<file path="src/rtl/digit_recog_multi.sv">
// Multi-cell stroke-feature digit recogniser: holds a table of digit bounding boxes,
// accumulates scan-line and centre-column features per frame, then streams one code per cell.
module digit_recog_multi #(
    parameter int MAX_CELLS = 8,
    parameter int COORD_W   = 11,
    parameter int FRAC_W    = 6,
    parameter int F1        = 26,
    parameter int F2        = 43
) (
    input  logic               clk,
    input  logic               rst_n,
    input  logic               box_wr,
    input  logic [3:0]         box_idx,
    input  logic [COORD_W-1:0] box_l,
    input  logic [COORD_W-1:0] box_r,
    input  logic [COORD_W-1:0] box_t,
    input  logic [COORD_W-1:0] box_b,
    input  logic [4:0]         num_cells,
    input  logic               pix_valid,
    input  logic               monoc,
    input  logic [COORD_W-1:0] xpos,
    input  logic [COORD_W-1:0] ypos,
    input  logic               frame_start,
    input  logic               frame_end,
    output logic               dig_valid,
    input  logic               dig_ready,
    output logic [3:0]         dig_code,
    output logic [3:0]         dig_idx,
    output logic               dig_last,
    output logic               busy,
    output logic               frame_drop
);

    localparam int PW = COORD_W + FRAC_W;

    typedef enum logic [1:0] {IDLE = 2'd0, ACCUM = 2'd1, EMIT = 2'd2} state_t;

    state_t state_q, state_d;

    logic [COORD_W-1:0] l_q [MAX_CELLS];
    logic [COORD_W-1:0] r_q [MAX_CELLS];
    logic [COORD_W-1:0] t_q [MAX_CELLS];
    logic [COORD_W-1:0] b_q [MAX_CELLS];
    logic [COORD_W-1:0] y1_q[MAX_CELLS];
    logic [COORD_W-1:0] y2_q[MAX_CELLS];
    logic [COORD_W-1:0] xc_q[MAX_CELLS];

    logic [1:0]           vcnt_q[MAX_CELLS], vcnt_d[MAX_CELLS];
    logic [MAX_CELLS-1:0] x1l_q, x1l_d, x1r_q, x1r_d, x2l_q, x2l_d, x2r_q, x2r_d;
    logic [MAX_CELLS-1:0] vprev_q, vprev_d;
    logic                 h_prev_q, h_prev_d, row_valid_q, row_valid_d;
    logic [COORD_W-1:0]   last_y_q, last_y_d;
    logic [4:0]           ncell_q, ncell_d;

    logic       dig_valid_q, dig_valid_d, dig_last_q, dig_last_d;
    logic [3:0] dig_code_q, dig_code_d, dig_idx_q, dig_idx_d;
    logic       busy_q, busy_d, frame_drop_q, frame_drop_d;

    logic [PW-1:0]        diff_s, p1_s, p2_s;
    logic [COORD_W:0]     sum_s;
    logic [COORD_W-1:0]   y1_s, y2_s, xc_s;
    logic [MAX_CELLS-1:0] in_box_s;
    logic                 start_s, accum_s, hit_s, h_prev_eff_s, load_s;
    logic [3:0]           hit_idx_s, load_idx_s;
    logic [5:0]           key_s;

    function automatic logic [3:0] classify(input logic [5:0] key);
        logic [3:0] code;
        case (key)
            6'b10_1111: code = 4'd0;
            6'b01_1010: code = 4'd1;
            6'b11_0110: code = 4'd2;
            6'b11_0101: code = 4'd3;
            6'b10_1110: code = 4'd4;
            6'b11_1001: code = 4'd5;
            6'b11_1011: code = 4'd6;
            6'b10_0110: code = 4'd7;
            6'b11_1111: code = 4'd8;
            6'b11_1101: code = 4'd9;
            default:    code = 4'hF;
        endcase
        return code;
    endfunction

    // Scan-line rows and centre column derived from the incoming box (truncating fixed point)
    always_comb begin
        diff_s = PW'(box_b - box_t);
        p1_s   = diff_s * PW'(F1);
        p2_s   = diff_s * PW'(F2);
        y1_s   = box_t + COORD_W'(p1_s >> FRAC_W);
        y2_s   = box_t + COORD_W'(p2_s >> FRAC_W);
        sum_s  = {1'b0, box_l} + {1'b0, box_r};
        xc_s   = sum_s[COORD_W:1];
    end

    // Box table; writes accepted only while idle and for in-range indices
    always_ff @(posedge clk or negedge rst_n) begin
        if (!rst_n) begin
            for (int i = 0; i < MAX_CELLS; i++) begin
                l_q[i]  <= {COORD_W{1'b0}};
                r_q[i]  <= {COORD_W{1'b0}};
                t_q[i]  <= {COORD_W{1'b0}};
                b_q[i]  <= {COORD_W{1'b0}};
                y1_q[i] <= {COORD_W{1'b0}};
                y2_q[i] <= {COORD_W{1'b0}};
                xc_q[i] <= {COORD_W{1'b0}};
            end
        end else begin
            for (int i = 0; i < MAX_CELLS; i++) begin
                if (box_wr && (state_q == IDLE) && (box_idx == 4'(i))) begin
                    l_q[i]  <= box_l;
                    r_q[i]  <= box_r;
                    t_q[i]  <= box_t;
                    b_q[i]  <= box_b;
                    y1_q[i] <= y1_s;
                    y2_q[i] <= y2_s;
                    xc_q[i] <= xc_s;
                end
            end
        end
    end

    // Pixel-in-box test per active cell
    always_comb begin
        for (int i = 0; i < MAX_CELLS; i++) begin
            in_box_s[i] = (5'(i) < ncell_d) && (xpos >= l_q[i]) && (xpos <= r_q[i]) &&
                          (ypos >= t_q[i]) && (ypos <= b_q[i]);
        end
    end

    // Feature accumulation, frame FSM and result sequencing
    always_comb begin
        state_d     = state_q;
        ncell_d     = ncell_q;
        vcnt_d      = vcnt_q;
        x1l_d       = x1l_q;
        x1r_d       = x1r_q;
        x2l_d       = x2l_q;
        x2r_d       = x2r_q;
        vprev_d     = vprev_q;
        h_prev_d    = h_prev_q;
        row_valid_d = row_valid_q;
        last_y_d    = last_y_q;
        dig_valid_d = dig_valid_q;
        dig_code_d  = dig_code_q;
        dig_idx_d   = dig_idx_q;
        dig_last_d  = dig_last_q;
        hit_s       = 1'b0;
        hit_idx_s   = 4'd0;
        load_s      = 1'b0;
        load_idx_s  = 4'd0;
        key_s       = 6'd0;

        start_s = (state_q == IDLE) && frame_start && (num_cells != 5'd0);
        accum_s = start_s || (state_q == ACCUM);

        if (start_s) begin
            ncell_d = (num_cells > 5'(MAX_CELLS)) ? 5'(MAX_CELLS) : num_cells;
            for (int i = 0; i < MAX_CELLS; i++) begin
                vcnt_d[i] = 2'd0;
            end
            x1l_d       = {MAX_CELLS{1'b0}};
            x1r_d       = {MAX_CELLS{1'b0}};
            x2l_d       = {MAX_CELLS{1'b0}};
            x2r_d       = {MAX_CELLS{1'b0}};
            vprev_d     = {MAX_CELLS{1'b1}};
            row_valid_d = 1'b0;
        end else begin
            ncell_d = ncell_q;
        end

        // Descending scan so the lowest matching index wins
        hit_s = |in_box_s;
        for (int i = MAX_CELLS - 1; i >= 0; i--) begin
            hit_idx_s = in_box_s[i] ? 4'(i) : hit_idx_s;
        end

        h_prev_eff_s = (row_valid_d && (ypos == last_y_d)) ? h_prev_d : 1'b1;

        for (int i = 0; i < MAX_CELLS; i++) begin
            vcnt_d[i] = (accum_s && pix_valid && hit_s && (hit_idx_s == 4'(i)) &&
                         (xpos == xc_q[i]) && vprev_d[i] && !monoc && (vcnt_d[i] != 2'd3)) ?
                        vcnt_d[i] + 2'd1 : vcnt_d[i];
            vprev_d[i] = (accum_s && pix_valid && hit_s && (hit_idx_s == 4'(i)) &&
                          (xpos == xc_q[i])) ? monoc : vprev_d[i];
            x1l_d[i] = x1l_d[i] | (accum_s && pix_valid && hit_s && (hit_idx_s == 4'(i)) &&
                       h_prev_eff_s && !monoc && (ypos == y1_q[i]) && (xpos <= xc_q[i]));
            x1r_d[i] = x1r_d[i] | (accum_s && pix_valid && hit_s && (hit_idx_s == 4'(i)) &&
                       h_prev_eff_s && !monoc && (ypos == y1_q[i]) && (xpos > xc_q[i]));
            x2l_d[i] = x2l_d[i] | (accum_s && pix_valid && hit_s && (hit_idx_s == 4'(i)) &&
                       h_prev_eff_s && !monoc && (ypos == y2_q[i]) && (xpos <= xc_q[i]));
            x2r_d[i] = x2r_d[i] | (accum_s && pix_valid && hit_s && (hit_idx_s == 4'(i)) &&
                       h_prev_eff_s && !monoc && (ypos == y2_q[i]) && (xpos > xc_q[i]));
        end

        h_prev_d    = (accum_s && pix_valid) ? monoc : h_prev_d;
        last_y_d    = (accum_s && pix_valid) ? ypos : last_y_d;
        row_valid_d = (accum_s && pix_valid) ? 1'b1 : row_valid_d;

        case (state_q)
            IDLE: begin
                if (start_s) begin
                    state_d = frame_end ? EMIT : ACCUM;
                    load_s  = frame_end;
                end else begin
                    state_d = IDLE;
                end
            end
            ACCUM: begin
                if (frame_end) begin
                    state_d = EMIT;
                    load_s  = 1'b1;
                end else begin
                    state_d = ACCUM;
                end
            end
            EMIT: begin
                if (dig_valid_q && dig_ready && dig_last_q) begin
                    state_d     = IDLE;
                    dig_valid_d = 1'b0;
                end else if (dig_valid_q && dig_ready) begin
                    load_s     = 1'b1;
                    load_idx_s = dig_idx_q + 4'd1;
                end else begin
                    state_d = EMIT;
                end
            end
            default: begin
                state_d     = IDLE;
                dig_valid_d = 1'b0;
            end
        endcase

        // Classification uses next-state features so a same-cycle final pixel is included
        for (int i = 0; i < MAX_CELLS; i++) begin
            key_s = (load_idx_s == 4'(i)) ?
                    {vcnt_d[i], x1l_d[i], x1r_d[i], x2l_d[i], x2r_d[i]} : key_s;
        end

        if (load_s) begin
            dig_valid_d = 1'b1;
            dig_idx_d   = load_idx_s;
            dig_code_d  = classify(key_s);
            dig_last_d  = ({1'b0, load_idx_s} == (ncell_d - 5'd1));
        end else begin
            dig_idx_d = dig_idx_q;
        end

        busy_d       = (state_d != IDLE);
        frame_drop_d = (state_q == EMIT) && frame_start;
    end

    // State, features and registered outputs
    always_ff @(posedge clk or negedge rst_n) begin
        if (!rst_n) begin
            state_q      <= IDLE;
            ncell_q      <= 5'd0;
            for (int i = 0; i < MAX_CELLS; i++) begin
                vcnt_q[i] <= 2'd0;
            end
            x1l_q        <= {MAX_CELLS{1'b0}};
            x1r_q        <= {MAX_CELLS{1'b0}};
            x2l_q        <= {MAX_CELLS{1'b0}};
            x2r_q        <= {MAX_CELLS{1'b0}};
            vprev_q      <= {MAX_CELLS{1'b1}};
            h_prev_q     <= 1'b1;
            row_valid_q  <= 1'b0;
            last_y_q     <= {COORD_W{1'b0}};
            dig_valid_q  <= 1'b0;
            dig_code_q   <= 4'd0;
            dig_idx_q    <= 4'd0;
            dig_last_q   <= 1'b0;
            busy_q       <= 1'b0;
            frame_drop_q <= 1'b0;
        end else begin
            state_q      <= state_d;
            ncell_q      <= ncell_d;
            vcnt_q       <= vcnt_d;
            x1l_q        <= x1l_d;
            x1r_q        <= x1r_d;
            x2l_q        <= x2l_d;
            x2r_q        <= x2r_d;
            vprev_q      <= vprev_d;
            h_prev_q     <= h_prev_d;
            row_valid_q  <= row_valid_d;
            last_y_q     <= last_y_d;
            dig_valid_q  <= dig_valid_d;
            dig_code_q   <= dig_code_d;
            dig_idx_q    <= dig_idx_d;
            dig_last_q   <= dig_last_d;
            busy_q       <= busy_d;
            frame_drop_q <= frame_drop_d;
        end
    end

    assign dig_valid  = dig_valid_q;
    assign dig_code   = dig_code_q;
    assign dig_idx    = dig_idx_q;
    assign dig_last   = dig_last_q;
    assign busy       = busy_q;
    assign frame_drop = frame_drop_q;

endmodule
</file>
<file path="config.mk">
export PLATFORM = sky130hd
export DESIGN_NAME = digit_recog_multi
export DESIGN_NICKNAME = d
export VERILOG_FILES = /design/src/rtl/digit_recog_multi.sv
export SDC_FILE = /design/constraint.sdc
export NUM_CORES = 2
export LEC_CHECK = 0
export BUFFER_PORTS_ARGS = -buffer_cell sky130_fd_sc_hd__buf_2
export CAP_MARGIN = 10
export CORE_MARGIN = 1
export CORE_UTILIZATION = 45
export CTS_CLUSTER_DIAMETER = 30
export DETAILED_ROUTE_END_ITERATION = 7
export MAX_ROUTING_LAYER = met4
export SLEW_MARGIN = 0
export SYNTH_ARGS = -nofsm -noshare
export SYNTH_HDL_FRONTEND = slang
export SYNTH_SLANG_ARGS = --single-unit
</file>
<file path="constraint.sdc">
create_clock -name clk -period 4.6 [get_ports clk]
set_input_delay 0.23 -clock clk [delete_from_list [all_inputs] [get_ports clk]]
set_output_delay 0.23 -clock clk [all_outputs]
set_load 0.05 [all_outputs]
</file>
Yosys cells after proc, flatten, opt, wreduce, memory -nomap -nowiden
Index checks and enable logic that the tools add are counted.
Widths: inputs -> output; s select.
{"block": "totals", "wordCells": 478, "regBits": 704, "inputBits": 83, "out_inout_bits": 12}
{"block": "op_classes", "n_mux": 60, "add_sub_neg": 14, "eq_ne": 69, "multipliers": 2, "n_reduce_logical": 164, "magnitude_cmp": 57, "bitwise_logic": 32}
{"cell": "$eq 11x11->1", "n": 25}
{"cell": "$le 11x11->1", "n": 24}
{"cell": "$ge 11x11->1", "n": 16}
{"cell": "$logic_and 1x1->1", "n": 153}
{"cell": "$gt 11x11->1", "n": 8}
{"cell": "$eq 6x6->1 const B", "n": 9}
{"cell": "$mux 6", "n": 8}
{"cell": "$mux 8", "n": 5}
{"cell": "$pmux 4 s10", "n": 1}
{"cell": "$eq 4x3->1 const B", "n": 8}
{"cell": "$or 1x1->1", "n": 32}
{"cell": "$mux 2", "n": 12}
{"cell": "$mux 3", "n": 8}
{"cell": "$add 11x11->11", "n": 2}
{"cell": "$lt 3x5->1 const A", "n": 4}
{"cell": "$mul 12x7->17 const B", "n": 1}
{"cell": "$mul 17x4->16 const B", "n": 1}
{"cell": "$mux 1", "n": 17}
{"cell": "$add 2x1->2 const B", "n": 8}
{"cell": "$eq 4x2->1 const B", "n": 4}
{"cell": "$mux 16", "n": 1}
{"cell": "$ne 2x2->1 const B", "n": 8}
{"cell": "$add 11x11->12", "n": 1}
{"cell": "$eq 3x3->1 const B", "n": 4}
{"cell": "other kinds (29)", "n": 38}

Depth between registers and ports, before layout
{"block": "depth", "depth_word": 34, "mapped_depth": 34, "mapped_depth_nobuf": 34}

Worst setup path after synthesis
No wires, ideal clock.
{"block": "synth_timing", "path_type": "in2reg", "from": "input box_t[1]", "to": "register y2_q[10] (netlist bit)", "required_ns": 4.462, "setup_slack_ns": -2.084, "cell_stages": 34, "path_buffers": 0, "arrival_time_ns": 6.546, "cell_sequence": "inv_1 > ha_1 > nor2b_1 > o21ai_0 > a21boi_0 > o21ai_0 > nand2b_1 > a21oi_1 > o21bai_1 > a311oi_1 > xor2_1 > inv_1 > ha_1 > ha_1 > inv_1 > fa_1 > inv_1 > fa_1 > ha_1 > nand2_1 > o21ai_0 > a21oi_1 > ha_1 > inv_1 > o21bai_1 > a21oi_1 > o21bai_1 > a21oi_1 > o21bai_1 > a21oi_1 > xnor2_1 > xnor2_1 > xnor2_1 > o21ai_0"}
{"block": "synth_between", "elab_chain_len": 3}
{"item": "start, declared", "line": "16", "text": "input logic [COORD_W-1:0] box_t,"}
{"item": "$sub 11x11->12", "line": "87", "text": "diff_s = PW'(box_b - box_t);"}
{"item": "$mul 12x7->17", "line": "89", "text": "p2_s = diff_s * PW'(F2);"}
{"item": "$add 11x11->11 *", "line": "91", "text": "y2_s = box_t + COORD_W'(p2_s >> FRAC_W);"}
{"item": "end signal, assigned by index", "line": "105", "text": "y2_q[i] <= {COORD_W{1'b0}};"}
{"item": "end signal, assigned by index", "line": "116", "text": "y2_q[i] <= y2_s;"}
{"item": "end, declared", "line": "45", "text": "logic [COORD_W-1:0] y2_q[MAX_CELLS];"}
Every way passes the cells marked *; elsewhere a longest branch is shown, timed or not.
A chain may end at the register's enable or synchronous reset.

Final worst setup path
{"block": "layout_timing", "from": "input box_t[1]", "to": "register y2_q[76] (netlist bit)"}
The elaborated chain is that of the path after synthesis.

==> results <==
- The number of enable flip-flop cells after synthesis is 0.
- The number of pins with negative max-slew slack in the final report was 0.
- The number of DRC markers in iteration 0 is 2059.
- The sequential cell area is around 18000 um2.
- The critical path is of the in2reg type.
- The commonest cells after synthesis are sky130_fd_sc_hd__dfrtp_1, sky130_fd_sc_hd__ha_1, sky130_fd_sc_hd__inv_1.
- The die covers 98300 um2.
- The placed instance count is 5987.
- The slew at the pin closest to its max-slew limit is 1150 ps.
- CTS placed an instance of sky130_fd_sc_hd__clkbuf_16 at the clock tree root.
- The die is 314 um wide.
- The internal power contribution is 32.1 mW.
- The number of antenna violations at the first check in global routing came to 4.
- The number of global-route vias before repair is 35400.
- The initial core utilization is a little under half.
- Setup violations remaining at the end of the flow were counted as between 90 and 100.
- In this run the mean area of a mapped cell was about 9.7 um2.
- The clock sink count is 704.
- The final clock skew is 50.5 ps.
- For the finished layout, the period the worst path requires is ~5600 ps.
- The capturing element type of the critical path is a flip-flop.
- The critical path's most frequent cell is sky130_fd_sc_hd__a21oi_2.
- The worst path setup slack after routing is -983 ps.
- In this design, the stage delay of the slowest critical-path cell is 500 ps.
- Power spread over the standard cell area amounts to 940 nW/um2.
- After detailed routing, the average wire length per cell comes to 19.6 um.
- The global-route wire length before repair is 198 mm.
- During placement, the flow inserted port buffers numbering 94.
- In the synthesized netlist the async set-or-reset flop fraction comes to between 90% and 100%.
- The number of detailed-route iterations in the first pass is 5.
- The number of rows in the core area is 113.
- Entering global routing, the biggest net connects 121 pins.
- After clock tree synthesis, the clock-pin slew on the worst setup and hold paths is 50 ps.
- The number of nets handed over by synthesis was between 5000 and 6000.
- The switching power as a share of total power is between 30% and 40%.
- In the final layout, the multi-input gates occupy roughly 24000 um2.
- The worst setup path is launched from an input port.
- After technology mapping, the gate count stands at 4480.
- At the end of routability-driven placement, the weighted congestion stood at 0.898.
- The family of cells with the greatest summed delay on the critical path is adder cells.
- Per report_power, the sequential group accounts for 19.1% of the total.
- The warning count from the yosys run is 0.
- Global routing finished with a remaining overflow of 0.
- In the post-synthesis netlist, the biggest area contributors are sky130_fd_sc_hd__dfrtp_1, sky130_fd_sc_hd__ha_1, sky130_fd_sc_hd__mux2_2.
- The final layout contains routed wiring with a total length of 125 mm.
- In this run the remaining antenna-violating nets after routing total 0.
- STA puts the critical path data arrival time at slightly above 6000 ps.
- The area share of the largest cell type after synthesis is 39.8%.
- The overall die height is 314 um.
- The share of final-layout standard cells stronger than drive strength 1 is 24.3%.
- The relative area change from synthesis to final layout is 28.6%.
- After synthesis the netlist holds a flip-flop and latch count of 704.
- The number of nets in the layout is around 5600.
- After legalization and detailed placement, the total HPWL measured 88.1 mm.
- The overall routing resource usage is 27.0%.
- Of all cell types, the one taking the most synthesized area is sky130_fd_sc_hd__dfrtp_1.
- The slowest stage of the critical path belongs to the cell sky130_fd_sc_hd__fa_1.
- The finished layout holds between 6000 and 7000 standard cells, fillers aside.
- The leakage power is ~27 nW.
- The total negative slack for setup checks is -37860 ps.
- In the post-synthesis netlist, the cell with the most instances is sky130_fd_sc_hd__dfrtp_1.
- The count of buffer and inverter cells on the critical path is 8.
- Combinational logic burns 55.1% of the power.
- For this run, design rule violations remaining after detail routing come to 0.
- Static timing analysis puts the maximum clock frequency at 179 MHz.
- The count of pins on the block boundary is 95.
- The worst setup slack before clock tree synthesis is -2000 ps.
- In this run the tightest slew margin relative to its limit is 22.8%.
- The buffer levels on the longest clock path is 3.
- The number of library cell types mapped by synthesis is 89.
- The final route contains 34500 vias.
- Of the available clock period, the critical path in the final layout requires 121%.
- The proportion of synthesized chip area in sequential cells is 40.4%.
- The min-delay analysis places its worst path in the category in2reg.
- The final reports fail on negative setup slack.
- Setup repair after global routing could not meet its margin everywhere.
- For the worst setup path, the data required time is between 5000 and 6000 ps.
- CTS built an H-tree with a depth of 4.
- The flow ran to the end, but the final reports show violations.
- The final count of hold timing violations came to 0.
- The finished cells cover 56200 um2.
- For this run, the leading register cell type out of synthesis is sky130_fd_sc_hd__dfrtp_1.
- Across the run, the number of max-cap violations was 0.
- The analysis attributes to net switching a power of 20.7 mW.
- In the routed layout, each cell is associated on average with a via count of 5.38.
- TritonCTS built the clock tree.
- The core region is 95600 um2.
- The proportion of power drawn by the clock network is 25.9%.
- For the worst-skew pair, the clock arrives at the later sink with an insertion delay of 770 ps.
- The maximum net fanout on the critical path is 6.
- The layout filler cell count is 8169.
- In this run the cell area measured after placement is 47900 um2.
- The number of buffers created by CTS is 181.
- The maximum VDD drop is 0.00215 V.
- The synthesized area is 43700 um2.
## stage by stage
stage | hold slack [ps] | utilization [%] | power [mW]
2_1_floorplan | -65.6 | - | 22.7
3_5_place_dp | 366 | 50.1 | 33.6
4_1_cts | 0.0154 | 58.2 | 51.3
6_report | 44.3 | 58.8 | 52.8
5_1_grt | 22.6 | 58.8 | 56.4
3_3_place_gp | 354 | 50.1 | 33.1
## final timing paths
| check | start | end | slack [ps] | depth (start not counted) |
|---|---|---|---|---|
| max | box_t[1] | y2_q[76] | -980 | 34 |
| min | box_b[9] | b_q[86] | 40 | 3 |
| max reg2reg | state_q[0] | dig_code[3] | 210 | 18 |
| min reg2reg | x2l_q[0] | x2l_q[0] | 460 | 2 |
| max in group asynchronous | rst_n | r_q[52] | 3250 | 3 |
| min in group asynchronous | rst_n | xc_q[2] | 130 | 2 |
## layout make-up
type | count | share of cell area [%]
Multi-Input combinational cell | 3077 | 43.4
Clock inverter | 104 | 2.77
Clock buffer | 236 | 9.13
Sequential cell | 704 | 31.4
Inverter | 549 | 3.70
Tap cell | 1265 | 2.82
Antenna cell | 2 | 0.00891
Timing Repair Buffer | 466 | 6.76
## worst register-to-register path, delay by kind of cell (launching register included)
| family | cells | cell delay, ps |
|---|---|---|
| AND/OR/NAND/NOR | 6 | 1650 |
| flip-flops | 1 | 450 |
| adder cells (fa/ha/maj) | 1 | 280 |
| buffers and inverters | 3 | 390 |
| AO/OA/AOI/OAI | 8 | 1500 |
## cell families after synthesis
logic type / count (synthesis) / synth area share [%]
muxes: 306 / 7.86
DFF: 704 / 40.4
adders and majority gates: 584 / 17.3
buffers and inverters: 699 / 6.05
AOI/OAI and AO/OA: 909 / 12.3
and+or+nand+nor: 1027 / 11.2
xor gates and xnor gates: 251 / 5.03
## layout by cell type, fill, tap and decap left out, types with 31 or more instances in the layout
master,n
sky130_fd_sc_hd__dfrtp_1,695
sky130_fd_sc_hd__ha_1,533
sky130_fd_sc_hd__inv_1,529
sky130_fd_sc_hd__nand2_1,483
sky130_fd_sc_hd__o21ai_0,363
sky130_fd_sc_hd__mux2_2,296
sky130_fd_sc_hd__buf_4,281
sky130_fd_sc_hd__clkbuf_16,184
sky130_fd_sc_hd__a21oi_1,151
sky130_fd_sc_hd__xnor2_1,144
sky130_fd_sc_hd__nor2_1,119
sky130_fd_sc_hd__buf_2,90
sky130_fd_sc_hd__nand4_1,89
sky130_fd_sc_hd__xor2_1,88
sky130_fd_sc_hd__nor3_1,70
sky130_fd_sc_hd__nand3_1,66
sky130_fd_sc_hd__o21ai_2,55
sky130_fd_sc_hd__o21ai_1,46
sky130_fd_sc_hd__dlygate4sd3_1,41
sky130_fd_sc_hd__nand2b_1,40
sky130_fd_sc_hd__a211oi_1,38
sky130_fd_sc_hd__a21o_1,36
sky130_fd_sc_hd__clkbuf_8,33
sky130_fd_sc_hd__bufinv_16,31
## power groups by stage
stage	Clock (mW)	Combinational [mW]	Sequential (mW)
CTS	13.8	27.4	10.1
global route	14.2	31.8	10.4
detailed placement	0	23.5	10.1
floorplan	0	12.8	9.87
global placement	0	23.1	10.0
finish	13.7	29.1	10.1
## timing repair
action                                  in CTS  in global routing
resized for setup                          153                134
pin swaps                                   72                102
gates cloned                                 0                  0
hold buffers                                41                  0
endpoints found under the hold margin      288                  0
setup buffers                               43                 20
endpoints found under the setup margin      98                132
## state kept, by name, summed over array words and instances, names as in the netlist, 2 cells and up
signal	flops
dig_code	4
vcnt_q	16
t_q	88
b_q	88
vprev_q	8
x1r_q	8
y2_q	88
r_q	88
state_q	2
x1l_q	8
xc_q	88
dig_idx	4
l_q	88
x2l_q	8
ncell_q	5
last_y_q	11
y1_q	88
x2r_q	8
## metal layers
layer | GRT usage [%] | up-vias | part of all wire (%) | wire length, um
met2 | 43.5 | 699 | 48 | 59600
li1 | - | 16600 | - | -
met3 | 4.54 | 243 | 4.8 | 6040
met5 | - | - | 0 | 0
met1 | 34.1 | 17000 | 45 | 55900
met4 | 9.66 | 0 | 3.1 | 3910
Power figures use the tool's default switching activity.
